==> src/rtl/keypad_code_encoder.sv <==
// Keypad code encoder: synchronises and debounces 10 key lines, encodes new presses as
// 4-bit codes and queues them in a small FIFO. Define MULTI_PRESS_EN to queue every key of a chord.
//
// Debouncer states:
//   state | meaning
//   IDLE  | synchronised keys match the accepted vector, nothing to time
//   COUNT | candidate vector loaded, timing how long it holds unchanged
module keypad_code_encoder #(
    parameter int DEBOUNCE_CYCLES = 4,
    parameter int FIFO_DEPTH      = 4
) (
    input  logic       clk,
    input  logic       reset,
    input  logic [9:0] keys,
    output logic [3:0] code,
    output logic       code_valid,
    input  logic       code_ready,
    output logic [9:0] held_keys,
    output logic       fifo_full
);

    localparam int         PTR_W   = (FIFO_DEPTH > 1) ? $clog2(FIFO_DEPTH) : 1;
    localparam int         CNT_W   = PTR_W + 1;
    localparam logic [7:0] DB_LOAD = 8'(DEBOUNCE_CYCLES - 1);

    typedef enum logic {
        IDLE  = 1'b0,
        COUNT = 1'b1
    } db_state_t;

    logic [9:0] sync1_q;
    logic [9:0] keys_s;

    db_state_t  state_q, state_d;
    logic [9:0] cand_q, cand_d;
    logic [7:0] cnt_q, cnt_d;
    logic [9:0] stable_q, stable_d;
    logic       accept;

    logic [9:0] rises_all;
    logic [9:0] rises;
    logic [9:0] pending_q, pending_d;

    logic [3:0] emit_idx;
    logic [9:0] emit_mask;
    logic       push;
    logic       pop;

    logic [3:0]       mem [FIFO_DEPTH];
    logic [PTR_W-1:0] wr_ptr_q;
    logic [PTR_W-1:0] rd_ptr_q;
    logic [CNT_W-1:0] count_q;
    logic [3:0]       code_hold_q;

    always_ff @(posedge clk) begin
        if (reset) begin
            sync1_q <= '0;
            keys_s  <= '0;
        end else begin
            sync1_q <= keys;
            keys_s  <= sync1_q;
        end
    end

    always_ff @(posedge clk) begin
        if (reset) begin
            state_q  <= IDLE;
            cand_q   <= '0;
            cnt_q    <= '0;
            stable_q <= '0;
        end else begin
            state_q  <= state_d;
            cand_q   <= cand_d;
            cnt_q    <= cnt_d;
            stable_q <= stable_d;
        end
    end

    // Down-counter loaded with DEBOUNCE_CYCLES-1; acceptance on the edge it is seen at zero
    // with the candidate still held, i.e. DEBOUNCE_CYCLES edges after the load.
    always_comb begin
        state_d  = state_q;
        cand_d   = cand_q;
        cnt_d    = cnt_q;
        stable_d = stable_q;
        accept   = 1'b0;
        case (state_q)
            IDLE: begin
                if (keys_s != stable_q) begin
                    cand_d  = keys_s;
                    cnt_d   = DB_LOAD;
                    state_d = COUNT;
                end
            end
            COUNT: begin
                if (keys_s != cand_q) begin
                    cand_d = keys_s;
                    cnt_d  = DB_LOAD;
                end else if (cnt_q != 8'd0) begin
                    cnt_d = cnt_q - 8'd1;
                end else begin
                    stable_d = cand_q;
                    accept   = 1'b1;
                    state_d  = IDLE;
                end
            end
            default: begin
                state_d = IDLE;
            end
        endcase
    end

    assign rises_all = accept ? (cand_q & ~stable_q) : '0;

`ifdef MULTI_PRESS_EN
    assign rises = rises_all;
`else
    // Keep only the lowest newly pressed key of the chord.
    assign rises = rises_all & (~rises_all + 10'd1);
`endif

    always_comb begin
        emit_idx  = 4'd0;
        emit_mask = '0;
        for (int i = 9; i >= 0; i--) begin
            if (pending_q[i]) begin
                emit_idx     = 4'(i);
                emit_mask    = '0;
                emit_mask[i] = 1'b1;
            end
        end
    end

    assign push      = (pending_q != '0) && !fifo_full;
    assign pop       = code_valid && code_ready;
    assign pending_d = (pending_q & ~(push ? emit_mask : 10'd0)) | rises;

    always_ff @(posedge clk) begin
        if (reset) begin
            pending_q <= '0;
        end else begin
            pending_q <= pending_d;
        end
    end

    // Storage is not reset; it is only read while count_q is non-zero.
    always_ff @(posedge clk) begin
        if (push) begin
            mem[wr_ptr_q] <= emit_idx;
        end
    end

    always_ff @(posedge clk) begin
        if (reset) begin
            wr_ptr_q    <= '0;
            rd_ptr_q    <= '0;
            count_q     <= '0;
            code_hold_q <= '0;
        end else begin
            if (push) begin
                wr_ptr_q <= wr_ptr_q + 1'b1;
            end
            if (pop) begin
                rd_ptr_q    <= rd_ptr_q + 1'b1;
                code_hold_q <= mem[rd_ptr_q];
            end
            case ({push, pop})
                2'b10:   count_q <= count_q + 1'b1;
                2'b01:   count_q <= count_q - 1'b1;
                default: count_q <= count_q;
            endcase
        end
    end

    assign code_valid = (count_q != '0);
    assign fifo_full  = (count_q == CNT_W'(FIFO_DEPTH));
    assign code       = code_valid ? mem[rd_ptr_q] : code_hold_q;
    assign held_keys  = stable_q;

endmodule
==> config.mk <==
export PLATFORM = sky130hd
export DESIGN_NAME = keypad_code_encoder
export DESIGN_NICKNAME = d
export VERILOG_FILES = /design/src/rtl/keypad_code_encoder.sv
export SDC_FILE = /design/constraint.sdc
export NUM_CORES = 1
export LEC_CHECK = 0
export ABC_AREA = 1
export BUFFER_PORTS_ARGS = -buffer_cell sky130_fd_sc_hd__buf_2
export CORE_MARGIN = 2
export CORE_UTILIZATION = 55
export DETAILED_ROUTE_END_ITERATION = 12
export MAX_ROUTING_LAYER = met4
export PLACE_DENSITY = 0.83
export SYNTH_ARGS = -nofsm -noshare
export SYNTH_HDL_FRONTEND = slang
export SYNTH_SLANG_ARGS = --single-unit
==> constraint.sdc <==
create_clock -name clk -period 5.4 [get_ports clk]
set_input_delay 0.81 -clock clk [delete_from_list [all_inputs] [get_ports clk]]
set_output_delay 0.81 -clock clk [all_outputs]
set_load 0.05 [all_outputs]
# [Word-level counts from Yosys, hierarchy flattened]
# Memories as Yosys holds them, arrays and structs flattened. A register that Yosys moved wholly into a read port is not among the register bits.
# Index checks and enable logic that the tools add are counted.
# Widths: inputs -> output; s select.
[word_totals] ff_bits=70 latch_bits=0 mem_bits_rw=16 romBits=0 inputBits=13 output_inout_bits=16 n_memories=1
[memory_table] memory="mem" depth=4 word_bits=4 read_ports=1 rd_clocked_by_memory_dff=1 write_ports=1 line="49" text="logic [3:0] mem [FIFO_DEPTH];"
[op_classes] add_sub_neg=6 mul=0 div_mod_pow=0 n_lt_le_gt_ge=0 eq_ne=8 n_shift=0 n_mux=42 bitwise_logic=10 reduce_logical=10
[op_table] operator="$mux 10" count=14
[op_table] operator="$mux 4" count=11
[op_table] operator="$and 10x10->10" count=3
[op_table] operator="$not 10->10" count=3
[op_table] operator="$mux 8" count=3
[op_table] operator="$ne 10x10->1" count=2
[op_table] operator="$pmux 10 s2" count=1
[op_table] operator="$pmux 8 s2" count=1
[op_table] operator="$add 10x1->10 const B" count=1
[op_table] operator="$or 10x10->10" count=1
[op_table] operator="$reduce_bool 10->1" count=1
[op_table] operator="$mux 1" count=8
[op_table] operator="$reduce_bool 8->1" count=1
[op_table] operator="$sub 8x1->8 const B" count=1
[op_table] operator="$pmux 3 s2" count=1
[op_table] operator="$add 2x1->2 const B" count=2
[op_table] operator="$mux 2" count=2
[op_table] operator="$reduce_and 2->1" count=2
[op_table] operator="$add 3x1->3 const B" count=1
[op_table] operator="$eq 3x3->1 const B" count=1
[op_table] operator="$ne 3x1->1 const B" count=1
[op_table] operator="$not 1->1" count=3
[op_table] operator="$reduce_and 3->1" count=1
[op_table] operator="$reduce_bool 3->1" count=1
[op_table] operator="other kinds (9)" count=10

# [Logic depth before layout (Yosys ltp)]
# Gate-level depths: netlist of run 1.
[logic_depth] depth_word=14 mapped_depth=13 ltp_nobuf=13

# [Worst setup path after synthesis of run 1]
# Ideal clock, no wire load.
[synth_timing] path_type="register to output" start="register count_q[0]" end="output port code[0]" arrival_ns=1.789 t_required_ns=4.590 slack_ns=2.801 stages_incl_launch_ff=4 path_buffers=0 cell_sequence="dfxtp_1 -> nor2_1 -> nand2_1 -> a21oi_1"
[synth_between] elab_chain_len=2
[synth_lines] item="from (decl)" line="52" text="logic [CNT_W-1:0] count_q;"
[synth_lines] item="from (signal assigned)" line="168" text="2'b10: count_q <= count_q + 1'b1;"
[synth_lines] item="from (signal assigned)" line="169" text="2'b01: count_q <= count_q - 1'b1;"
[synth_lines] item="from (signal assigned)" line="170" text="default: count_q <= count_q;"
[synth_lines] item="$reduce_bool 3->1" line="175" text="assign code_valid = (count_q != '0);"
[synth_lines] item="net code_valid" line="16" text="output logic code_valid,"
[synth_lines] item="$mux 4" line="177" text="assign code = code_valid ? mem[rd_ptr_q] : code_hold_q;"
[synth_lines] item="to (decl)" line="15" text="output logic [3:0] code,"
# The timed path passes the listed nets, and every way through them passes these cells.

==> results of run 1 <==
power by group:
part | total (mW) | switching (mW) | internal [mW]
Combinational | 0.520 | 0.388 | 0.132
Clock | 0.432 | 0.220 | 0.212
Sequential | 0.763 | 0.0433 | 0.719
Total | 1.71 | 0.651 | 1.06
layout make-up:
cell class	count	area, um2	share of cell area (%)
Clock inverter	4	46.3	1.05
Timing Repair Buffer	28	140	3.18
Clock buffer	12	135	3.07
Multi-Input combinational cell	326	1680	38.1
Sequential cell	88	1920	43.6
Tap cell	99	124	2.81
Inverter	96	360	8.18
worst paths after layout:
path | start | end | depth (start not counted)
setup / recovery | flip-flop | code[1] | 6
hold / removal | sync1_q[2]$_SDFF_PP0_ | keys_s[2]$_SDFF_PP0_ | 2
setup reg to reg | cand_q[3]$_SDFFE_PP0P_ | cnt_q[6]$_SDFFE_PP0P_ | 12
hold reg to reg | sync1_q[2]$_SDFF_PP0_ | keys_s[2]$_SDFF_PP0_ | 2
sequential cells by signal, summed over array words and instances (netlist names), named ones only:
register,flops
cand_q,10
held_keys,10
state_q,1
mem,16
count_q,3
rd_ptr_q,2
wr_ptr_q,2
code_hold_q,4
pending_q,10
cnt_q,8
keys_s,10
sync1_q,10
layer usage:
metal  vias up  track usage [%]  part of all wire, %
li1       1734                -                    -
met1      1442             23.9                   44
met2        66             39.7                   49
met3        18             4.06                  4.2
met4         0             11.3                  2.5
met5         -                -                    0
cell usage after synthesis (all sizes together):
| library cell | n |
|---|---|
| a21oi | 54 |
| buf | 4 |
| clkbuf | 10 |
| clkinv | 1 |
| dfxtp | 72 |
| edfxtp | 16 |
| fa | 1 |
| ha | 7 |
| inv | 95 |
| nand2 | 76 |
| nand3 | 20 |
| nand3b | 1 |
| nand4 | 16 |
| nor2 | 80 |
| nor3 | 5 |
| o211ai | 1 |
| o21a | 1 |
| o21ai | 46 |
| o22ai | 5 |
| o31ai | 1 |
| o41ai | 3 |
| or2 | 3 |
| xnor2 | 4 |
| xor2 | 2 |
critical path, cell delays in order, from the launching register on:
cell and delay, ns:
sky130_fd_sc_hd__dfxtp_1 0.39, sky130_fd_sc_hd__inv_1 0.20, sky130_fd_sc_hd__nor2_1 0.06, sky130_fd_sc_hd__o22ai_1 0.20
sky130_fd_sc_hd__inv_1 0.08, sky130_fd_sc_hd__a21oi_1 0.12, sky130_fd_sc_hd__buf_2 0.28
kinds of logic after synthesis:
| family | after synthesis | synth area share, % |
|---|---|---|
| xor+xnor | 6 | 1.31 |
| buf+inv | 110 | 10.6 |
| flops | 88 | 47.7 |
| compound gates | 111 | 14.5 |
| simple gates | 201 | 23.1 |
| fa+ha+maj | 8 | 2.67 |
through the flow:
step	std cells	setup slack (ns)	instance area, um2	hold slack, ns	utilization (%)
2_1_floorplan	524	2.80	4030	0.388	-
3_3_place_gp	637	2.88	4220	0.390	58.8
3_5_place_dp	637	2.87	4220	0.396	58.8
4_1_cts	653	2.90	4400	0.406	61.4
5_1_grt	653	2.72	4400	0.411	61.4
6_report	653	2.91	4400	0.404	61.4
==> results, run 1 <==
- The number of instances in the synthesized netlist is 524.
- The post-synthesis sequential area ratio is 47.7%.
- The post-synthesis net count is 545.
- The summed negative setup slack over all endpoints is 0 ns.
- Dividing the detail-routed wire length by the instance count gives 11.7 um.
- The max-slew violation count is 0.
- The H-tree was split into 3 levels.
- The worst min-delay path class is flip-flop to flip-flop.
- The standard cell core area is 7180 um2.
- Sorting the synthesized cells by area gives the leading types as sky130_fd_sc_hd__dfxtp_1 (36%), sky130_fd_sc_hd__edfxtp_1 (12%), sky130_fd_sc_hd__inv_1 (8.2%).
- The top-level I/O count is 29.
- For this design, the sink count on the clock tree is 88.
- The number of buffers on the longest clock path is 2.
- The number of DRC markers after the initial detailed-route iteration is 167.
- Setup repair after global routing left no endpoint under its margin.
- The routed design could run at a clock period as short as 2.49 ns.
- For this design the ratio of total power to cell area is 389 nW/um2.
- The synthesized design spends more area on one cell type than any other, namely sky130_fd_sc_hd__dfxtp_1.
- The final critical-path share of the clock period is 46.2%.
- The post-layout net count is 570.
- The number of buffers created by CTS is 9.
- The placer's final routability congestion estimate is 0.884.
- After detailed routing, the number of remaining DRC violations is 0.
- Each instance of the synthesized netlist takes up on average 7.68 um2.
- Buffers added to address setup during post-CTS repair amount to 0.
- The count of nets left with antenna violations once routing finished came out at 0.
- The filler cell count is 621.
- The share of post-route cells with drive strength above 1 is 12.5%.
- The ratio of routed vias to standard cells is 4.99.
- Clock tree synthesis selected as its root buffer the cell sky130_fd_sc_hd__clkbuf_8.
- Entering global routing, the biggest net connects 38 pins.
- Derived from the worst setup path, the maximum achievable clock frequency is 401 MHz.
- The worst-margin pin slew is 0.770 ns.
- In the layout the commonest cells are sky130_fd_sc_hd__inv_1 (88), sky130_fd_sc_hd__dfxtp_1 (72), sky130_fd_sc_hd__nor2_1 (71), sky130_fd_sc_hd__nand2_1 (71), sky130_fd_sc_hd__a21oi_1 (53).
- 0 antenna diodes ended up in the layout.
- The relative area change from synthesis to final layout is 9.39%.
- On the final layout, the worst clock skew is 0.00776 ns.
- The clock transition at the registers of the reported paths is 0.08 ns.
- Of the post-synthesis cell area, the dominant cell type holds 35.8%.
- After legalization and detailed placement, the total HPWL measured 5.50 mm.
- The number of different library cells used by synthesis comes to 36.
- Clock latency on the worst-skew pair, taken at its later pin, is 0.36 ns.
- The worst pin sits at a relative slew slack of 48.6%.
- The die extent in x is 89.5 um.
- The total routing resource utilization after global routing is 22.5%.
- In this run the core area contains 31 standard-cell rows.
- VDD sags by at most 233 uV.
- The leakage component of the power is 1.89 nW.
- For flop-to-flop paths, the worst setup slack is 3.02 ns.
- The die height is 89.5 um.
- The required time of the worst setup path is 4.59 ns.
- The count of final hold-check violations is 0.
- The die outline area is 8020 um2.
- Setup violations remaining at the end of the flow were counted as 0.
- The initial standard-cell utilization of the core is 56.1%.
- The total iterations of the first detailed-routing run is 5.
- The initial antenna violation count is 0.
- After detailed routing, the total wire length is 7.61 mm.
- The netlist area before placement is 4030 um2.
- The Yosys warning count is 0.
- The count of cells resized by post-cts repair is 0.
- The count of buffers added on input and output ports is 28.
- The number of hold buffers added after cts is 0.
- The largest fanout of any net on the critical path is 9.
- The class of the most critical setup path is flip-flop to output port.
- STA puts the critical path data arrival time at 1.68 ns.
- After synthesis the netlist holds a flip-flop and latch count of 88.
- The overall power consumption is 1.71 mW.
- After global routing the overflow that remains totals 0.
- The first-pass GRT wire length is 13.4 mm.
- The CTS tree is yes.
- The startpoint type of the worst setup path is a flip-flop.
- The number of global-route vias before repair was 3223.
- STA classifies the critical path endpoint as an output port.
- Leaving out fill and tap cells, the most frequent cell in the layout is sky130_fd_sc_hd__inv_1.
- The number of max-capacitance violations reported is 0.
- The flow ran to the end, and the final reports show no timing, DRC or antenna violations.
- The total number of vias is 3260.
No activity file was read; power rests on OpenSTA's default activity.
==> inputs of run 2 (changes only) <==
- CORE_UTILIZATION: 55 -> 54
- PLACE_DENSITY: 0.83 -> 0.84
- clock period: 5.4 -> 2.03 ns (I/O delays scaled with it)
==> run 2 against run 1 <==
Effect of this change:
- critical path depth increased by 6
- die area increased by 1.8%
- sequential power increased to 2.7 times the previous value
- wire length increased by 7.3%
- total power increased to 2.9 times the previous value
- hold slack got worse by 0.28 ns
- first-iteration DRC count increased by 5.4%
- sequential share of layout area decreased by 1.7 points
- core utilization increased by 1.9 points
- cell count increased by 2.0%
- largest cell class unchanged
- largest power group unchanged
- highest routed layer unchanged
==> results, run 2 (synthesis gave the netlist of run 1 again) <==
- The hold slack is 0.128 ns (-0.276 ns).
- The max-slew violation count is 0 (unchanged).
- The critical path arrival came to 2.17 ns (+0.49 ns).
- The number of buffers on the longest clock path is 2 (unchanged).
- The placed wire-length estimate after detailed placement is 5.92 mm (+7.5%).
- The die extent in x is 90.3 um (+0.88%).
- The summed negative setup slack over all endpoints is 0 ns (unchanged).
- The share of post-route cells with drive strength above 1 came to 16.6% (+4.1 points).
- The shortest clock period the worst path allows after layout is 1.91 ns.
- The critical path depth came to 12 (+6).
- The relative area change from synthesis to final layout is 14.0%.
- The total power divided by cell area was 1080 nW/um2 (+180%).
- The slowest cell on the critical path is sky130_fd_sc_hd__fa_2.
- The total iterations of the first detailed-routing run came to 5 (unchanged).
- The final cell area excluding filler cells was 4590 um2 (+4.2%).
- The worst setup path is launched from a flip-flop.
- The post-layout net count is 583 (+2.3%).
- Tracing the worst setup path back leads to its startpoint at pending_q[1]$_SDFF_PP0_.
- The placer's final routability congestion estimate is 0.927 (+4.8%).
- The count of final hold-check violations is 0 (unchanged).
- The worst-margin pin slew came to 0.499 ns (-0.271 ns).
- The library cell used most frequently in the layout, excluding fill and tap cells, is sky130_fd_sc_hd__inv_1.
- The total routing resource utilization after global routing is 21.5% (-0.98 points).
- The CTS tree is yes.
- The number of max-capacitance violations reported was 0 (unchanged).
- The remaining global-route overflow was 0 (unchanged).
- The ratio of routed vias to standard cells came to 5.21 (+4.3%).
- The reg-to-reg setup timing slack is 0.12 ns (-2.90 ns).
- The final critical path takes up 94.2% of the cycle.
- The number of DRC markers after the initial detailed-route iteration is 176 (+5.4%).
- The clock transition at the registers of the reported paths was 0.10 ns (+0.02 ns).
- The register with the most flip-flops is mem.
- The relative slew slack is 66.5% (+18 points).
- The maximum achievable frequency is 523 MHz.
- The routed wirelength normalized by instance count is 12.3 um (+5.2%).
- The worst setup path is captured at a flip-flop.
- The flow ran to the end, and the final reports show no timing, DRC or antenna violations.
- Setup repair after global routing could not meet its margin everywhere.
- The longest individual stage delay on the worst path was 0.35 ns (-0.04 ns).
- The signal on the critical path passes through nor2_1 -> nand2_1 -> nor2_1 -> nand2_1 -> nand2_1 -> ha_1 -> inv_1 -> fa_2 -> a21oi_1 -> o21ai_1 -> o21ai_1 -> a21oi_1.
- The worst register-to-register path begins at pending_q[1]$_SDFF_PP0_.
- The initial antenna violation count was 0 (unchanged).
- The required time of the worst setup path is 2.29 ns (-2.30 ns).
- The number of sinks driven by the clock tree is 88 (unchanged).
- The class of the most critical setup path is flip-flop to flip-flop.
- The number of hold buffers added after cts came to 0 (unchanged).
- The H-tree depth is 3 (unchanged).
- The worst clock skew was 0.00893 ns (+0.00117 ns).
- The final setup violation count is 0 (unchanged).
- The capturing element of the worst setup path is count_q[2]$_SDFFE_PP0P_.
- The total detailed-routing wirelength came to 8.16 mm (+7.3%).
- In the layout the commonest cells are sky130_fd_sc_hd__inv_1 (87), sky130_fd_sc_hd__nand2_1 (70), sky130_fd_sc_hd__nor2_1 (69), sky130_fd_sc_hd__dfxtp_1 (69), sky130_fd_sc_hd__a21oi_1 (53).
- The initial standard-cell utilization of the core is 55.5% (-0.60 points).
- The total number of vias is 3468 (+6.4%).
- The endpoint identified for the worst register-to-register timing path is count_q[2]$_SDFFE_PP0P_.
- The pin count of the biggest net entering global routing is 37 (-2.6%).
- The die height is 90.3 um (+0.88%).
- The number of buffers created by CTS was 9 (unchanged).
- The number of global-route vias before repair was 3270 (+1.5%).
- The clock latency reported for the late side of the worst-skew pair came to 0.37 ns (about the same).
- The critical path's top delay family is simple AND/OR/NAND/NOR gates.
- The worst hold path belongs to the class primary input to flip-flop.
- The number of design rule violations left after detail routing came to 0 (unchanged).
- The leakage component of the power came to 1.98 nW (+5.2%).
- The die outline area was 8160 um2 (+1.8%).
- The count of buffers from port buffering was 28 (unchanged).
- The number of cells on the worst reg-to-reg path was 12 (unchanged).
- The count of antenna diodes in the layout is 0 (unchanged).
- The cell chosen for the clock root is sky130_fd_sc_hd__clkbuf_8.
- The flip-flop count of the largest register, all copies and words added is 16 (unchanged).
- The largest fanout of any net on the critical path is 4 (-5).
- The placement-stage cell area came to 4310 um2 (+2.1%).
- By instance count, the cell type seen most on the critical path is sky130_fd_sc_hd__nand2_1.
- The top-level I/O count is 29 (unchanged).
- The number of antenna-violating nets in the routed design came to 0 (unchanged).
- The cell row count is 31 (unchanged).
- The standard cell core area came to 7250 um2 (+1.1%).
- The worst path buffer plus inverter count is 1 (-2).
- The first-pass GRT wire length came to 13.9 mm (+4.0%).
- The peak supply drop is 561 uV (+140%).
[run 2: cell count changes in the layout (fill, tap and decap cells not counted), moves of 2 or more]
cell | before | now
sky130_fd_sc_hd__dfxtp_2 | 0 | 3
sky130_fd_sc_hd__nor2_1 | 71 | 69
sky130_fd_sc_hd__inv_8 | 0 | 3
sky130_fd_sc_hd__nor2_2 | 6 | 8
sky130_fd_sc_hd__clkbuf_1 | 3 | 0
sky130_fd_sc_hd__o21ai_0 | 41 | 39
sky130_fd_sc_hd__o21ai_1 | 5 | 7
sky130_fd_sc_hd__dfxtp_1 | 72 | 69
sky130_fd_sc_hd__buf_4 | 0 | 12
[run 2: through the flow]
step                      power [mW]  util [%]  cells  setup WS [ns]
final                           4.94      63.2    666          0.119
after CTS                       4.91      62.7    662        0.00789
after global routing            5.18      63.2    666         -0.106
after floorplan                 3.23         -    524         0.0149
after detailed placement        3.52      59.4    646         0.0477
after global placement          3.47      59.4    646         0.0869
[run 2: worst min path at each step]
stage / start / to / slack [ns] / depth (start not counted)
finish: keys[5] / sync1_q[5]$_SDFF_PP0_ / 0.13 / 3
global route: keys[3] / sync1_q[3]$_SDFF_PP0_ / 0.13 / 3
CTS: keys[6] / sync1_q[6]$_SDFF_PP0_ / 0.13 / 3
detailed placement: sync1_q[1]$_SDFF_PP0_ / keys_s[1]$_SDFF_PP0_ / 0.40 / 2
global placement: sync1_q[0]$_SDFF_PP0_ / keys_s[0]$_SDFF_PP0_ / 0.39 / 2
floorplan: sync1_q[0]$_SDFF_PP0_ / keys_s[0]$_SDFF_PP0_ / 0.39 / 2
[run 2: what timing repair did]
action,4_1_cts,5_1_grt
endpoints found under the setup margin,0,27
endpoints found under the hold margin,0,0
setup buffers,0,4
resized for setup,0,9
[run 2: metal layers]
metal | part of all wire (%) | global-route usage, % | vias to the layer above
met5 | 0 | - | -
met4 | 1.6 | 5.51 | 0
met3 | 5.4 | 5.43 | 17
met2 | 50 | 37.2 | 95
met1 | 43 | 25.1 | 1595
li1 | - | - | 1761
[run 2: cell type report]
cell class | instances | area, um2
clock buffers | 9 | 124
flip-flops and latches | 88 | 1930
fillers | 607 | 2670
inverters | 96 | 360
multi-input cells | 326 | 1690
well taps | 99 | 124
repair buffers | 41 | 253
clock inverters | 7 | 110
[run 2: power breakdown]
| group | switching (mW) | total (mW) | internal (mW) |
|---|---|---|---|
| Sequential | 0.123 | 2.04 | 1.92 |
| Clock | 0.686 | 1.41 | 0.722 |
| Combinational | 1.07 | 1.50 | 0.430 |
[run 2: worst register-to-register path, cell delays in order, from the launching register on]
cell,delay (ns)
sky130_fd_sc_hd__dfxtp_1,0.34
sky130_fd_sc_hd__nor2_1,0.14
sky130_fd_sc_hd__nand2_1,0.10
sky130_fd_sc_hd__nor2_1,0.11
sky130_fd_sc_hd__nand2_1,0.06
sky130_fd_sc_hd__nand2_1,0.08
sky130_fd_sc_hd__ha_1,0.14
sky130_fd_sc_hd__inv_1,0.07
sky130_fd_sc_hd__fa_2,0.35
sky130_fd_sc_hd__a21oi_1,0.15
sky130_fd_sc_hd__o21ai_1,0.09
sky130_fd_sc_hd__o21ai_1,0.12
sky130_fd_sc_hd__a21oi_1,0.05
